**config.mk**
```make
export PLATFORM = sky130hd
export DESIGN_NAME = snd_frame_ctl
export DESIGN_NICKNAME = d
export VERILOG_FILES = /design/src/rtl/gstmcu_pkg.sv /design/src/rtl/snd_addr_reg.sv /design/src/rtl/snd_frame_ctl.sv
export SDC_FILE = /design/constraint.sdc
export NUM_CORES = 1
export LEC_CHECK = 0
export BUFFER_PORTS_ARGS = -buffer_cell sky130_fd_sc_hd__buf_2
export CORE_ASPECT_RATIO = 1.5
export CORE_UTILIZATION = 38
export DETAILED_ROUTE_END_ITERATION = 8
export GPL_TIMING_DRIVEN = 1
export PLACE_DENSITY = 0.65
export SLEW_MARGIN = 20
export SYNTH_ARGS = -nofsm -noshare
export SYNTH_HDL_FRONTEND = slang
export SYNTH_SLANG_ARGS = --single-unit
```
**constraint.sdc**
```tcl
create_clock -name clk32 -period 3.95 [get_ports clk32]
set_clock_uncertainty 0.2 [all_clocks]
set_input_delay 0.1975 -clock clk32 [delete_from_list [all_inputs] [get_ports clk32]]
set_output_delay 0.1975 -clock clk32 [all_outputs]
set_load 0.01 [all_outputs]
```
**src/rtl/gstmcu_pkg.sv**
```systemverilog
// Shared MCU definitions: DMA-sound register map, ctrl bit positions, frame FSM states
// and the byte layout used to read a 21-bit word address back through 8-bit registers.
package gstmcu_pkg;

   localparam int SND_AW = 21;

   localparam logic [3:0] SND_CTRL    = 4'd0;
   localparam logic [3:0] SND_START_H = 4'd1;
   localparam logic [3:0] SND_START_M = 4'd2;
   localparam logic [3:0] SND_START_L = 4'd3;
   localparam logic [3:0] SND_CNT_H   = 4'd4;
   localparam logic [3:0] SND_CNT_M   = 4'd5;
   localparam logic [3:0] SND_CNT_L   = 4'd6;
   localparam logic [3:0] SND_END_H   = 4'd7;
   localparam logic [3:0] SND_END_M   = 4'd8;
   localparam logic [3:0] SND_END_L   = 4'd9;

   localparam int SND_PLAY = 0;
   localparam int SND_RPT  = 1;

   typedef enum logic {
      IDLE = 1'b0,
      RUN  = 1'b1
   } snd_state_t;

   typedef enum logic [1:0] {
      BYTE_H = 2'd0,
      BYTE_M = 2'd1,
      BYTE_L = 2'd2
   } snd_byte_t;

   // Word address bits 21:1 as seen through the byte registers: high byte carries
   // addr[21:16] with bits 7:6 zero, low byte carries addr[7:1] with bit 0 zero.
   function automatic logic [7:0] snd_addr_byte(input logic [SND_AW-1:0] a,
                                                input snd_byte_t b);
      logic [7:0] r;
      r = '0;
      case (b)
         BYTE_H:  r = {2'b00, a[20:15]};
         BYTE_M:  r = a[14:7];
         BYTE_L:  r = {a[6:0], 1'b0};
         default: r = '0;
      endcase
      return r;
   endfunction

endpackage

```
**src/rtl/snd_addr_reg.sv**
```systemverilog
// Three-byte-writable 21-bit sound word-address register with byte readback;
// used for both the frame-start and frame-end shadow registers.
module snd_addr_reg
   import gstmcu_pkg::*;
#(
   parameter int AW = SND_AW
) (
   input  logic          clk32,
   input  logic          reset,
   input  logic          we,
   input  snd_byte_t     bsel,
   input  logic [7:0]    din,
   output logic [AW-1:0] addr,
   output logic [7:0]    rdata
);

   // NOTE: sequential state uses non-blocking assignments so every register
   // samples the pre-edge value of its neighbours.
   always_ff @(posedge clk32 or posedge reset) begin
      if (reset) begin
         addr <= '0;
      end else if (we) begin
         case (bsel)
            BYTE_H:  addr[AW-1:15] <= din[AW-16:0];
            BYTE_M:  addr[14:7]    <= din;
            BYTE_L:  addr[6:0]     <= din[7:1];
            default: ;
         endcase
      end
   end

   assign rdata = snd_addr_byte(addr, bsel);

endmodule

```
**src/rtl/snd_frame_ctl.sv**
```systemverilog
// STE DMA-sound frame controller: ctrl/start/end/counter registers, frame FSM and
// the sound word address driven to the MCU address mux during sound cycles.
module snd_frame_ctl
   import gstmcu_pkg::*;
#(
   parameter int AW = SND_AW
) (
   input  logic          clk32,
   input  logic          reset,
   input  logic          reg_we,
   input  logic [3:0]    reg_a,
   input  logic [7:0]    din,
   output logic [7:0]    dout,
   input  logic          snd_fetch,
   output logic [AW-1:0] snd,
   output logic          sndon,
   output logic          stoff,
   output logic          sint,
   output logic          frame_end
);

   snd_state_t    state_q, state_d;
   logic [AW-1:0] cnt_q, cnt_d, cnt_inc;
   logic [AW-1:0] act_end_q, act_end_d;
   logic          play_q, play_d;
   logic          rpt_q, rpt_d;
   logic          pend_q, pend_d;
   logic          fe_q, fe_d;
   logic          stoff_q, stoff_d;
   logic          term;

   logic          ctrl_we, start_sel, cnt_sel, end_sel;
   logic [AW-1:0] start_addr, end_addr;
   logic [7:0]    start_rd, end_rd;
   snd_byte_t     start_bsel, cnt_bsel, end_bsel;

   assign ctrl_we   = reg_we && (reg_a == SND_CTRL);
   assign start_sel = (reg_a >= SND_START_H) && (reg_a <= SND_START_L);
   assign cnt_sel   = (reg_a >= SND_CNT_H)   && (reg_a <= SND_CNT_L);
   assign end_sel   = (reg_a >= SND_END_H)   && (reg_a <= SND_END_L);

   assign start_bsel = snd_byte_t'(2'(reg_a - SND_START_H));
   assign cnt_bsel   = snd_byte_t'(2'(reg_a - SND_CNT_H));
   assign end_bsel   = snd_byte_t'(2'(reg_a - SND_END_H));

   snd_addr_reg #(.AW(AW)) u_start (
      .clk32 (clk32),
      .reset (reset),
      .we    (reg_we && start_sel),
      .bsel  (start_bsel),
      .din   (din),
      .addr  (start_addr),
      .rdata (start_rd)
   );

   snd_addr_reg #(.AW(AW)) u_end (
      .clk32 (clk32),
      .reset (reset),
      .we    (reg_we && end_sel),
      .bsel  (end_bsel),
      .din   (din),
      .addr  (end_addr),
      .rdata (end_rd)
   );

   assign cnt_inc = cnt_q + AW'(1);

   // NOTE: every signal written here gets its default first, so no path leaves
   // a value unassigned and no latch is inferred.
   always_comb begin
      state_d   = state_q;
      cnt_d     = cnt_q;
      act_end_d = act_end_q;
      play_d    = play_q;
      rpt_d     = rpt_q;
      pend_d    = 1'b0;
      fe_d      = 1'b0;
      stoff_d   = 1'b0;
      term      = 1'b0;

      if (ctrl_we) begin
         play_d = din[SND_PLAY];
         rpt_d  = din[SND_RPT];
      end

      case (state_q)
         IDLE: begin
            if (ctrl_we && din[SND_PLAY]) begin
               state_d   = RUN;
               cnt_d     = start_addr;
               act_end_d = end_addr;
               pend_d    = (start_addr == end_addr);
            end
         end
         RUN: begin
            if (ctrl_we && !din[SND_PLAY]) begin
               state_d = IDLE;
            end else begin
               // An empty frame terminates on its first RUN cycle without a fetch.
               if (pend_q) begin
                  term = 1'b1;
               end else if (snd_fetch) begin
                  cnt_d = cnt_inc;
                  term  = (cnt_inc == act_end_q);
               end
               if (term) begin
                  fe_d = 1'b1;
                  if (rpt_d) begin
                     cnt_d     = start_addr;
                     act_end_d = end_addr;
                     pend_d    = (start_addr == end_addr);
                  end else begin
                     play_d  = 1'b0;
                     stoff_d = 1'b1;
                     state_d = IDLE;
                  end
               end
            end
         end
         default: state_d = IDLE;
      endcase
   end

   always_ff @(posedge clk32 or posedge reset) begin
      if (reset) begin
         state_q   <= IDLE;
         cnt_q     <= '0;
         act_end_q <= '0;
         play_q    <= 1'b0;
         rpt_q     <= 1'b0;
         pend_q    <= 1'b0;
         fe_q      <= 1'b0;
         stoff_q   <= 1'b0;
      end else begin
         state_q   <= state_d;
         cnt_q     <= cnt_d;
         act_end_q <= act_end_d;
         play_q    <= play_d;
         rpt_q     <= rpt_d;
         pend_q    <= pend_d;
         fe_q      <= fe_d;
         stoff_q   <= stoff_d;
      end
   end

   always_comb begin
      dout = '0;
      if (reg_a == SND_CTRL) begin
         dout = {6'b0, rpt_q, play_q};
      end else if (start_sel) begin
         dout = start_rd;
      end else if (cnt_sel) begin
         dout = snd_addr_byte(cnt_q, cnt_bsel);
      end else if (end_sel) begin
         dout = end_rd;
      end
   end

   assign snd       = cnt_q;
   assign sndon     = play_q;
   assign stoff     = stoff_q;
   assign frame_end = fe_q;
   // The MFP sees the frame boundary as a one-cycle low on a repeat reload.
   assign sint      = (state_q == RUN) && !fe_q;

endmodule

```
==> impl_metrics.tcl, run 1 <==
set metrics [dict create \
    grt_max_degree 33 \
    setup_tns_ns 0 \
    wl_um 18000 \
    drive_gt1_share_pct 27.1 \
    leakage_nw 2.82 \
    fmax_ghz 0.272 \
    clockBufferDepth 2 \
    antenna_left 0 \
    portBuffers 48 \
    ys.flop_type "dfrtp_1" \
    grt_pass1_vias 4937 \
    cap_violations 0 \
    firstDrtPassIters 7 \
    drc 0 \
    ys_ff_latch 90 \
    cts_tree "done" \
    place_hpwl_um 13900 \
    ys_warn_count 0 \
    power_density_nw_per_um2 699 \
    core_area_um2 14500 \
    r2r_cells 9 \
    cts_root_buffer "clkbuf_16" \
    gp_congestion 0.968 \
    hold_violations 0 \
    finalMaxSlewViolations 0 \
    end_kind "flop" \
    die_area_um2 15400 \
    wire_per_inst_um 22.3 \
    num_vias 4845 \
    hp-class "primary input to flop" \
    crit_arrival_ns 3.71 \
    status "completed" \
    max_slew_margin_pct 53.8 \
    tightest_slew_ns 0.686 \
    areaGrowthSynthToFinish_pct 15.7 \
    cts_buffers 9 \
    netlist_area_um2 5660 \
    grtUsageTotal_pct 24.8 \
    clock_latency_ns 0.35 \
    ys_seq_area_share_pct 39.8 \
    cts_max_level 3 \
    irDropWorstVdd_v 0.000243 \
    io_pins 49 \
    grt_pass1_wl_um 27900 \
    die_x_um 102 \
    rsz0062_at_grt "false" \
    syn_area_per_cell_um2 10.2 \
    nNetsFinal 624 \
    dpl.cell_count 784 \
    syn-instance-count 554 \
    start_kind "flop" \
    nFillCells 1399 \
    cts_num_sinks 90 \
    worstPathRequired_ns 3.99 \
    first_iter_violations 391 \
    place_ws_ns 0.287 \
    cp_max_fo 25 \
    layout_min_cycle_time_ns 3.67 \
    synth_edf_count 0 \
    overflow 0 \
    fin_hold_ws_ns 0.0235 \
    syn_nets 571 \
    setup_violations 0 \
    antenna_found_initial 0 \
    die_height_um 151 \
    period_share_pct 93.0 \
    drt-vias-per-instance 6.00 \
    instances_no_fill 808 \
    crit_type "flop to flop" \
    async_flop_share_pct 100 \
    fin_ws_ns 0.275 \
    num_antenna_cells 0 \
    rows 54 \
    initial_core_util_pct 39.0 \
    hold_depth 3 \
    path_clk_slew_ns 0.07 \
    synth.distinct_cells 74 \
]
worst max-delay path, stage by stage (launching register included):
cell and delay (ns):
dfrtp_1 0.45, ha_1 0.30, and4_1 0.34, nand2_1 0.13
or4_1 0.55, a211oi_2 0.23, nor4b_4 0.37, a21boi_4 0.20
nor2_8 0.38, mux2_2 0.40
sequential cells by signal, indices dropped and copies added (netlist names):
register and cells:
act_end_q 21, frame_end 1, pend_q 1, rpt_q 1, snd 21, sndon 1
state_q 1, stoff 1, u_end.addr 21, u_start.addr 21
Yosys cell counts, types with 12 or more instances:
cell	number	area share, %
xnor2_1	16	2.5
xor2_1	31	4.8
mux2_1	18	3.6
a21oi_1	29	2.6
clkbuf_1	22	1.5
nand3_1	18	1.6
dfrtp_1	90	40
mux2_2	59	12
nor3_1	13	1.1
nor2_1	22	1.5
nand4_1	12	1.3
mux2i_1	12	2.1
o21ai_0	14	1.2
nand2_1	40	2.7
worst paths after layout:
kind	startpoint	slack, ns	end
max in group asynchronous	reset	2.55	snd[4]$_DFFE_PP0P_
setup / recovery	snd[1]$_DFFE_PP0P_	0.28	act_end_q[19]$_DFFE_PP0P_
min in group asynchronous	reset	0.20	u_start.addr[6]$_DFFE_PP0P_
hold reg to reg	act_end_q[8]$_DFFE_PP0P_	0.31	act_end_q[8]$_DFFE_PP0P_
hold / removal	din[0]	0.02	frame_end$_DFF_PP0_
setup reg to reg	snd[1]$_DFFE_PP0P_	0.28	act_end_q[19]$_DFFE_PP0P_
stage by stage:
stage	cell area [um^2]	total power, mW	utilization, %
after floorplan	5660	2.92	-
after CTS	6550	4.56	45.1
final	6550	4.57	45.1
after global placement	6140	3.55	42.3
after detailed placement	6140	3.59	42.3
after global routing	6550	4.82	45.1
area by class of cell:
class                   instances  area [um^2]  area share [%]
repair buffers                 81          508            7.76
clock inverters                 6         97.6            1.49
flip-flops and latches         90         2250            34.4
multi-input cells             418         3190            48.7
clock buffers                  10          229            3.50
well taps                     196          245            3.74
inverters                       7         27.5           0.420
what timing repair did:
item,4_1_cts,5_1_grt
setup buffers,0,0
gates resized for setup,0,0
endpoints found under the setup margin,0,0
hold buffers,8,0
endpoints found under the hold margin,58,0
placed cells by master (no fill, tap or decap), types with 7 or more instances in the layout:
cell type and n:
o22ai_1 7, dfrtp_1 90, nand2_1 40, buf_2 48, mux2_2 59, clkbuf_16 9
a21oi_1 29, nand3_1 18, nor4_1 7, o21ai_0 14, mux2_1 18, xor2_1 31
buf_4 25, and3_1 7, nor3_1 13, xnor2_1 16, nor2_1 22, a22oi_1 8
dlygate4sd3_1 8, mux2i_1 12, nand4_1 12, nor2b_1 7
per-layer routing:
metal	track usage, %	part of all wire (%)	vias up
met5	0	0	-
met4	17.9	7.3	0
li1	-	-	2156
met2	41.5	49	208
met3	3.81	4.9	72
met1	28.5	38	2409
logic make-up after synthesis:
family / count (synthesis) / synth area share [%]
buffers and inverters: 46 / 3.85
AND/OR/NAND/NOR: 162 / 16.2
multiplexers: 92 / 18.3
AO/OA/AOI/OAI: 116 / 14.4
flip-flops: 90 / 39.8
adder cells (fa/ha/maj): 1 / 0.221
XOR/XNOR: 47 / 7.27
where the power goes:
part	internal, mW	leakage [nW]	total (mW)	switching (mW)
Combinational	0.865	1.56	1.85	0.986
Sequential	1.24	1.11	1.76	0.515
Clock	0.565	0.160	0.967	0.401
No activity file was read; power rests on OpenSTA's default activity.
==> run 2, diff against run 1 <==
--- a/config.mk
+++ b/config.mk
@@ -14,4 +14,5 @@
 export SLEW_MARGIN = 20
 export SYNTH_ARGS = -nofsm -noshare
 export SYNTH_HDL_FRONTEND = slang
+export SYNTH_HIERARCHICAL = 1
 export SYNTH_SLANG_ARGS = --single-unit
==> impl_metrics.tcl, run 2 <==
set metrics [dict create \
    met3_usage_pct 3.16 \
    num_antenna_cells 0 \
    async_flop_share_pct 100 \
    grtUsageTotal_pct 26.3 \
    ys_ff_latch 90 \
    path_cells "nand4_1, nor4_1, buf_4, nand3_1, mux2_2, a2111o_1, or4_4, and2_4, nor2_8, clkbuf_16, mux2_1" \
    syn_area_per_cell_um2 10.0 \
    pwr-share-seq_pct 35.5 \
    core_area_um2 14700 \
    ys.flop_type "dfrtp_1" \
    cts_max_level 3 \
    drt-vias-per-instance 6.06 \
    cts_tree "done" \
    synth_compound_area_share_pct 15.0 \
    leakage_nw 2.98 \
    use_met2_pct 44.7 \
    synthTopCellsByCount "dfrtp_1 (90), mux2_2 (46), a21oi_1 (41)" \
    tightest_slew_ns 0.848 \
    synthSimpleGateAreaFrac_pct 16.9 \
    synth_fa_ha_area_share_pct 1.08 \
    pwr-share-clk_pct 18.2 \
    drive_gt1_share_pct 27.5 \
    overflow 0 \
    ys_warn_count 6 \
    place_hpwl_um 15400 \
    synth_top_family_by_area "simple AND/OR/NAND/NOR gates" \
    grt.busiest_layer "met2" \
    grt_pass1_vias 5104 \
    synthXorXnorAreaFrac_pct 6.81 \
    synth_area_leader_cell "dfrtp_1" \
    die_area_um2 15700 \
    status "complete, but fails checks" \
    cp_slowest_cell "or4_4" \
    violations "hold timing" \
    synth.distinct_cells 70 \
    slowest_delay_ns 0.49 \
    yosys.area.top_type_share_pct 38.9 \
    dpl.cell_count 821 \
    portBuffers 48 \
    clockBufferDepth 2 \
    cts_num_sinks 90 \
    end_kind "flop" \
    cts_buffers 9 \
    finalMaxSlewViolations 0 \
    period_share_pct 97.7 \
    firstDrtPassIters 5 \
    crit_type "flop to flop" \
    fin_ws_ns 0.0916 \
    num_vias 5135 \
    synth.area.top_cells "dfrtp_1 (39%), mux2_2 (8.9%), mux2_1 (4.1%)" \
    path_clk_slew_ns 0.07 \
    hold_violations 1 \
    die_height_um 153 \
    fin_hold_ws_ns -0.000316 \
    max_slew_margin_pct 43.4 \
    met1_usage_pct 30.4 \
    areaGrowthSynthToFinish_pct 17.8 \
    drc 0 \
    synth_edf_count 0 \
    initial_core_util_pct 39.3 \
    place_ws_ns -0.0128 \
    muxShareOfSynthArea_pct 16.8 \
    irDropWorstVdd_v 0.000326 \
    fmax_ghz 0.259 \
    rows 54 \
    antenna_left 0 \
    antenna_found_initial 0 \
    first_iter_violations 359 \
    netlist_area_um2 5790 \
    nNetsFinal 667 \
    grt_max_degree 49 \
    path_buf_inv 2 \
    ys_seq_area_share_pct 38.9 \
    syn-instance-count 576 \
    syn_nets 597 \
    grt_pass1_wl_um 30300 \
    io_pins 49 \
    cts_root_buffer "clkbuf_16" \
    p_sw_share_pct 42.2 \
    power_density_nw_per_um2 717 \
    setup_tns_ns 0 \
    clock_latency_ns 0.35 \
    crit_family "simple AND/OR/NAND/NOR gates" \
    comb_power_share_pct 46.3 \
    wire_per_inst_um 23.7 \
    die_x_um 103 \
    start_kind "flop" \
    p_int_mw 2.83 \
    worstPathRequired_ns 3.97 \
    yosysMostFrequentCell "dfrtp_1" \
    setup_violations 0 \
    layout_min_cycle_time_ns 3.86 \
    cp_max_fo 6 \
    cap_violations 0 \
    hp-class "primary input to flop" \
    crit_arrival_ns 3.88 \
    instances_no_fill 847 \
    final_common_cell "dfrtp_1" \
    gp_congestion 0.973 \
    fin_util_pct 46.3 \
    final_cell_mix "dfrtp_1 (89), buf_2 (48), mux2_2 (46), buf_4 (43), a21oi_1 (41)" \
    switchingPower_mw 2.06 \
    rsz0062_at_grt "false" \
    wl_um 20100 \
]
## run 2: cell types whose count changed in the layout (fill, tap and decap cells not counted), moves of 6 or more
cell	before	now
o2bb2ai_1	0	10
mux2_2	59	46
inv_1	6	12
a211o_1	6	0
mux2i_1	12	21
o22ai_1	7	1
a21oi_1	29	41
buf_4	25	43
nor2_1	22	32
## run 2: power by group through the flow
stage	combinational, mW	sequential (mW)	clock [mW]
2_1_floorplan	1.42	1.61	0
4_1_cts	2.20	1.71	0.890
3_5_place_dp	2.18	1.73	0
5_1_grt	2.44	1.76	0.933
6_report	2.26	1.74	0.890
3_3_place_gp	2.15	1.72	0
## run 2: per-stage QoR
stage / instance area (um^2) / power [mW]
floorplan: 5790 / 3.03
global placement: 6390 / 3.87
detailed placement: 6390 / 3.91
CTS: 6740 / 4.80
global route: 6820 / 5.14
finish: 6820 / 4.89
## run 2: worst paths after layout
kind | from | end | slack (ns) | cells after the start
max | snd[3]$_DFFE_PP0P_ | act_end_q[9]$_DFFE_PP0P_ | 0.09 | 11
min | din[3] | u_start/addr[10]$_DFFE_PP0P_ | -0.0003 | 2
max reg2reg | snd[3]$_DFFE_PP0P_ | act_end_q[9]$_DFFE_PP0P_ | 0.09 | 11
min reg2reg | act_end_q[2]$_DFFE_PP0P_ | act_end_q[2]$_DFFE_PP0P_ | 0.31 | 1
max in group asynchronous | reset | u_end/addr[4]$_DFFE_PP0P_ | 2.62 | 3
min in group asynchronous | reset | sndon$_DFF_PP0_ | 0.36 | 3
## run 2: logic make-up (layout without fill, tap and decap cells)
| family | after synthesis | in the layout |
|---|---|---|
| simple gates | 168 | 168 |
| mux | 89 | 89 |
| buf+inv | 52 | 127 |
| fa+ha+maj | 5 | 5 |
| xor+xnor | 45 | 45 |
| compound gates | 127 | 127 |
| flops | 90 | 90 |
## run 2: layout make-up
type	instances	area, um^2
Fill cell	1462	7910
Multi-Input combinational cell	434	3300
Sequential cell	90	2250
Timing Repair Buffer	98	659
Clock buffer	12	256
Tap cell	196	245
Clock inverter	4	50.0
Inverter	13	50.0
## run 2: timing repair
item	CTS	global route
buffers inserted	0	4
hold buffers	4	0
resized for setup	1	4
setup endpoints to repair	1	23
pin swaps	0	6
gates cloned	0	2
hold endpoints to repair	99	0
## run 2: layer usage
layer | vias to the layer above | wire length [um]
met3 | 65 | 933
met4 | 0 | 1340
met2 | 241 | 10400
met1 | 2564 | 7380
met5 | - | 0
li1 | 2265 | -
## run 2: worst register-to-register path: stages (launching register included)
cell	delay [ns]
dfrtp_1	0.40
nand4_1	0.24
nor4_1	0.37
buf_4	0.18
nand3_1	0.20
mux2_2	0.35
a2111o_1	0.40
or4_4	0.49
and2_4	0.21
nor2_8	0.18
clkbuf_16	0.19
mux2_1	0.32
==> run 3, diff against run 2 <==
--- a/config.mk
+++ b/config.mk
@@ -5,11 +5,13 @@
 export SDC_FILE = /design/constraint.sdc
 export NUM_CORES = 1
 export LEC_CHECK = 0
+export ABC_AREA = 1
 export BUFFER_PORTS_ARGS = -buffer_cell sky130_fd_sc_hd__buf_2
 export CORE_ASPECT_RATIO = 1.5
 export CORE_UTILIZATION = 38
 export DETAILED_ROUTE_END_ITERATION = 8
 export GPL_TIMING_DRIVEN = 1
+export MAX_ROUTING_LAYER = met4
 export PLACE_DENSITY = 0.65
 export SLEW_MARGIN = 20
 export SYNTH_ARGS = -nofsm -noshare
==> impl_metrics.tcl, run 3 <==
set metrics [dict create \
    synth_area_leader_cell "dfrtp_1" \
    cp_slowest_cell "dfrtp_1" \
    clockBufferDepth 2 \
    rows 59 \
    nNetsFinal 1044 \
    place_ws_ns 0.539 \
    cap_violations 0 \
    final_cell_area_um2 7310 \
    p_int_mw 2.47 \
    finalMaxSlewViolations 0 \
    clock_latency_ns 0.35 \
    rsz0062_at_grt "false" \
    async_flop_share_pct 100 \
    r2r_cells 14 \
    r2r_end "act_end_q[17]$_DFFE_PP0P_" \
    comb_power_share_pct 44.6 \
    grt_pass1_wl_um 35600 \
    setup_tns_ns 0 \
    place_hpwl_um 17100 \
    power_density_nw_per_um2 643 \
    yosysMostFrequentCell "nand2_1" \
    portBuffers 48 \
    setup_violations 0 \
    ys.flop_type "dfrtp_1" \
    wl_um 22800 \
    cts_tree "done" \
    cp_max_fo 43 \
    fmax_ghz 0.292 \
    yosys.area.top_type_share_pct 33.5 \
    ys_seq_area_share_pct 33.5 \
    startpoint "snd[1]$_DFFE_PP0P_" \
    path_cells "ha_1, nand2_1, nor2_4, nand3_1, o21ai_1, nand3_1, nand2_1, nand3_1, nor2_1, nand3_2, nand3_2, nand3_4, nand2_1, o21ai_1" \
    crit_family "simple AND/OR/NAND/NOR gates" \
    path_buf_inv 0 \
    switchingPower_mw 2.23 \
    wire_per_inst_um 18.4 \
    layout_min_cycle_time_ns 3.42 \
    leakage_nw 3.54 \
    crit_arrival_ns 3.44 \
    reg2reg_from "snd[1]$_DFFE_PP0P_" \
    dpl.cell_count 1221 \
    pwr-share-clk_pct 17.7 \
    crit_type "flop to flop" \
    end_kind "flop" \
    num_antenna_cells 0 \
    start_kind "flop" \
    grt_pass1_vias 6476 \
    drc 0 \
    syn_area_per_cell_um2 6.72 \
    first_iter_violations 409 \
    grtUsageTotal_pct 26.1 \
    hold_violations 0 \
    final_common_cell "nand2_1" \
    max_slew_margin_pct 40.8 \
    ys_ff_latch 90 \
    syn-instance-count 999 \
    die_height_um 165 \
    dpl_cell_area_um2 6990 \
    endpoint "act_end_q[17]$_DFFE_PP0P_" \
    num_vias 6822 \
    worstSetupPathDepth 14 \
    syn_nets 1020 \
    tightest_slew_ns 0.886 \
    cts_buffers 9 \
    slowest_delay_ns 0.47 \
    gp_congestion 1.02 \
    r2r_slack_ns 0.53 \
    core_area_um2 17300 \
    path_clk_slew_ns 0.07 \
    period_share_pct 86.7 \
    p_sw_share_pct 47.5 \
    firstDrtPassIters 5 \
    drt-vias-per-instance 5.50 \
    synth.distinct_cells 37 \
    grt_max_degree 49 \
    hold_start "din[3]" \
    die_area_um2 18200 \
    drive_gt1_share_pct 13.3 \
    irDropWorstVdd_v 0.000241 \
    synth_edf_count 0 \
    netlist_area_um2 6720 \
    pwr-share-seq_pct 37.8 \
    instances_no_fill 1241 \
    io_pins 49 \
    cts_num_sinks 90 \
    worstPathRequired_ns 3.96 \
    cts_root_buffer "clkbuf_16" \
    fin_ws_ns 0.525 \
    synthTopCellsByCount "nand2_1 (308), nand3_1 (128), inv_1 (94)" \
    antenna_found_initial 0 \
    initial_core_util_pct 38.7 \
    antenna_left 0 \
    final_cell_mix "nand2_1 (308), nand3_1 (128), inv_1 (93), dfrtp_1 (90)" \
    die_x_um 111 \
    synth.area.top_cells "dfrtp_1 (34%), nand2_1 (17%), nand3_1 (9.5%)" \
    ys_warn_count 6 \
    cts_max_level 3 \
    areaGrowthSynthToFinish_pct 8.92 \
    post_cts_buffers 0 \
    overflow 0 \
    hp-class "primary input to flop" \
    status "completed" \
]
run 3: changes by cell type in the layout (fill, tap and decap cells not counted), moves of 21 or more:
cell,previous run,this run
a21oi_1,41,63
nand4_1,12,37
mux2_2,46,0
inv_1,12,93
mux2i_1,21,0
o21ai_2,0,22
nand2_1,38,308
nor2_1,32,63
buf_4,43,9
nand3_1,14,128
mux2_1,21,0
run 3: per-stage QoR:
stage	total power, mW	util [%]	hold slack (ns)
2_1_floorplan	3.16	-	-0.0260
3_3_place_gp	3.82	40.3	0.221
3_5_place_dp	3.85	40.3	0.224
4_1_cts	4.69	42.2	0.00201
5_1_grt	5.07	42.2	0.00709
6_report	4.70	42.2	0.00839
run 3: area by class of cell:
cell class	instances	area, um^2
clock inverter	5	37.5
fill	1812	10000
multi-input combinational	755	3770
tap	213	267
inverter	106	399
clock buffer	11	243
sequential	90	2250
timing repair buffer	61	348
run 3: per-layer routing:
| metal | vias up | global-route usage [%] | wire, um |
|---|---|---|---|
| met1 | 3165 | 29.3 | 8890 |
| met4 | 0 | 14.8 | 1220 |
| li1 | 3318 | - | - |
| met5 | - | - | 0 |
| met2 | 267 | 45.5 | 11500 |
| met3 | 72 | 2.31 | 1170 |
run 3: cell families after synthesis:
family / Yosys count / synth area share [%]
AOI/OAI and AO/OA: 147 / 12.6
xor gates and xnor gates: 24 / 3.75
adders and majority gates: 5 / 0.932
buffers and inverters: 154 / 10.5
DFF: 90 / 33.5
and+or+nand+nor: 579 / 38.8
run 3: how the worst min path moves through the flow:
stage          slack [ns]                    endpoint  cells past startpoint
2_1_floorplan       -0.03   u_end/addr[0]$_DFFE_PP0P_                      1
3_3_place_gp         0.22   u_end/addr[1]$_DFFE_PP0P_                      2
3_5_place_dp         0.22   u_end/addr[1]$_DFFE_PP0P_                      2
4_1_cts             0.002  u_end/addr[18]$_DFFE_PP0P_                      3
5_1_grt             0.007  u_end/addr[18]$_DFFE_PP0P_                      3
6_report            0.008  u_end/addr[18]$_DFFE_PP0P_                      3
run 3: what timing repair did:
item                                   4_1_cts  5_1_grt
hold buffers                                 4        0
endpoints found under the hold margin       99        0
gates resized for setup                      0        0
run 3: power groups by stage:
stage	Clock, mW	Sequential (mW)	Combinational (mW)
after floorplan	0	1.59	1.57
after global placement	0	1.77	2.05
after detailed placement	0	1.78	2.08
after CTS	0.842	1.76	2.09
after global routing	0.878	1.82	2.37
final	0.830	1.78	2.10
run 3: worst min-delay path, cell delays in order:
cell and delay (ns):
buf_2 0.17, nand3_1 0.10, nand2_1 0.05
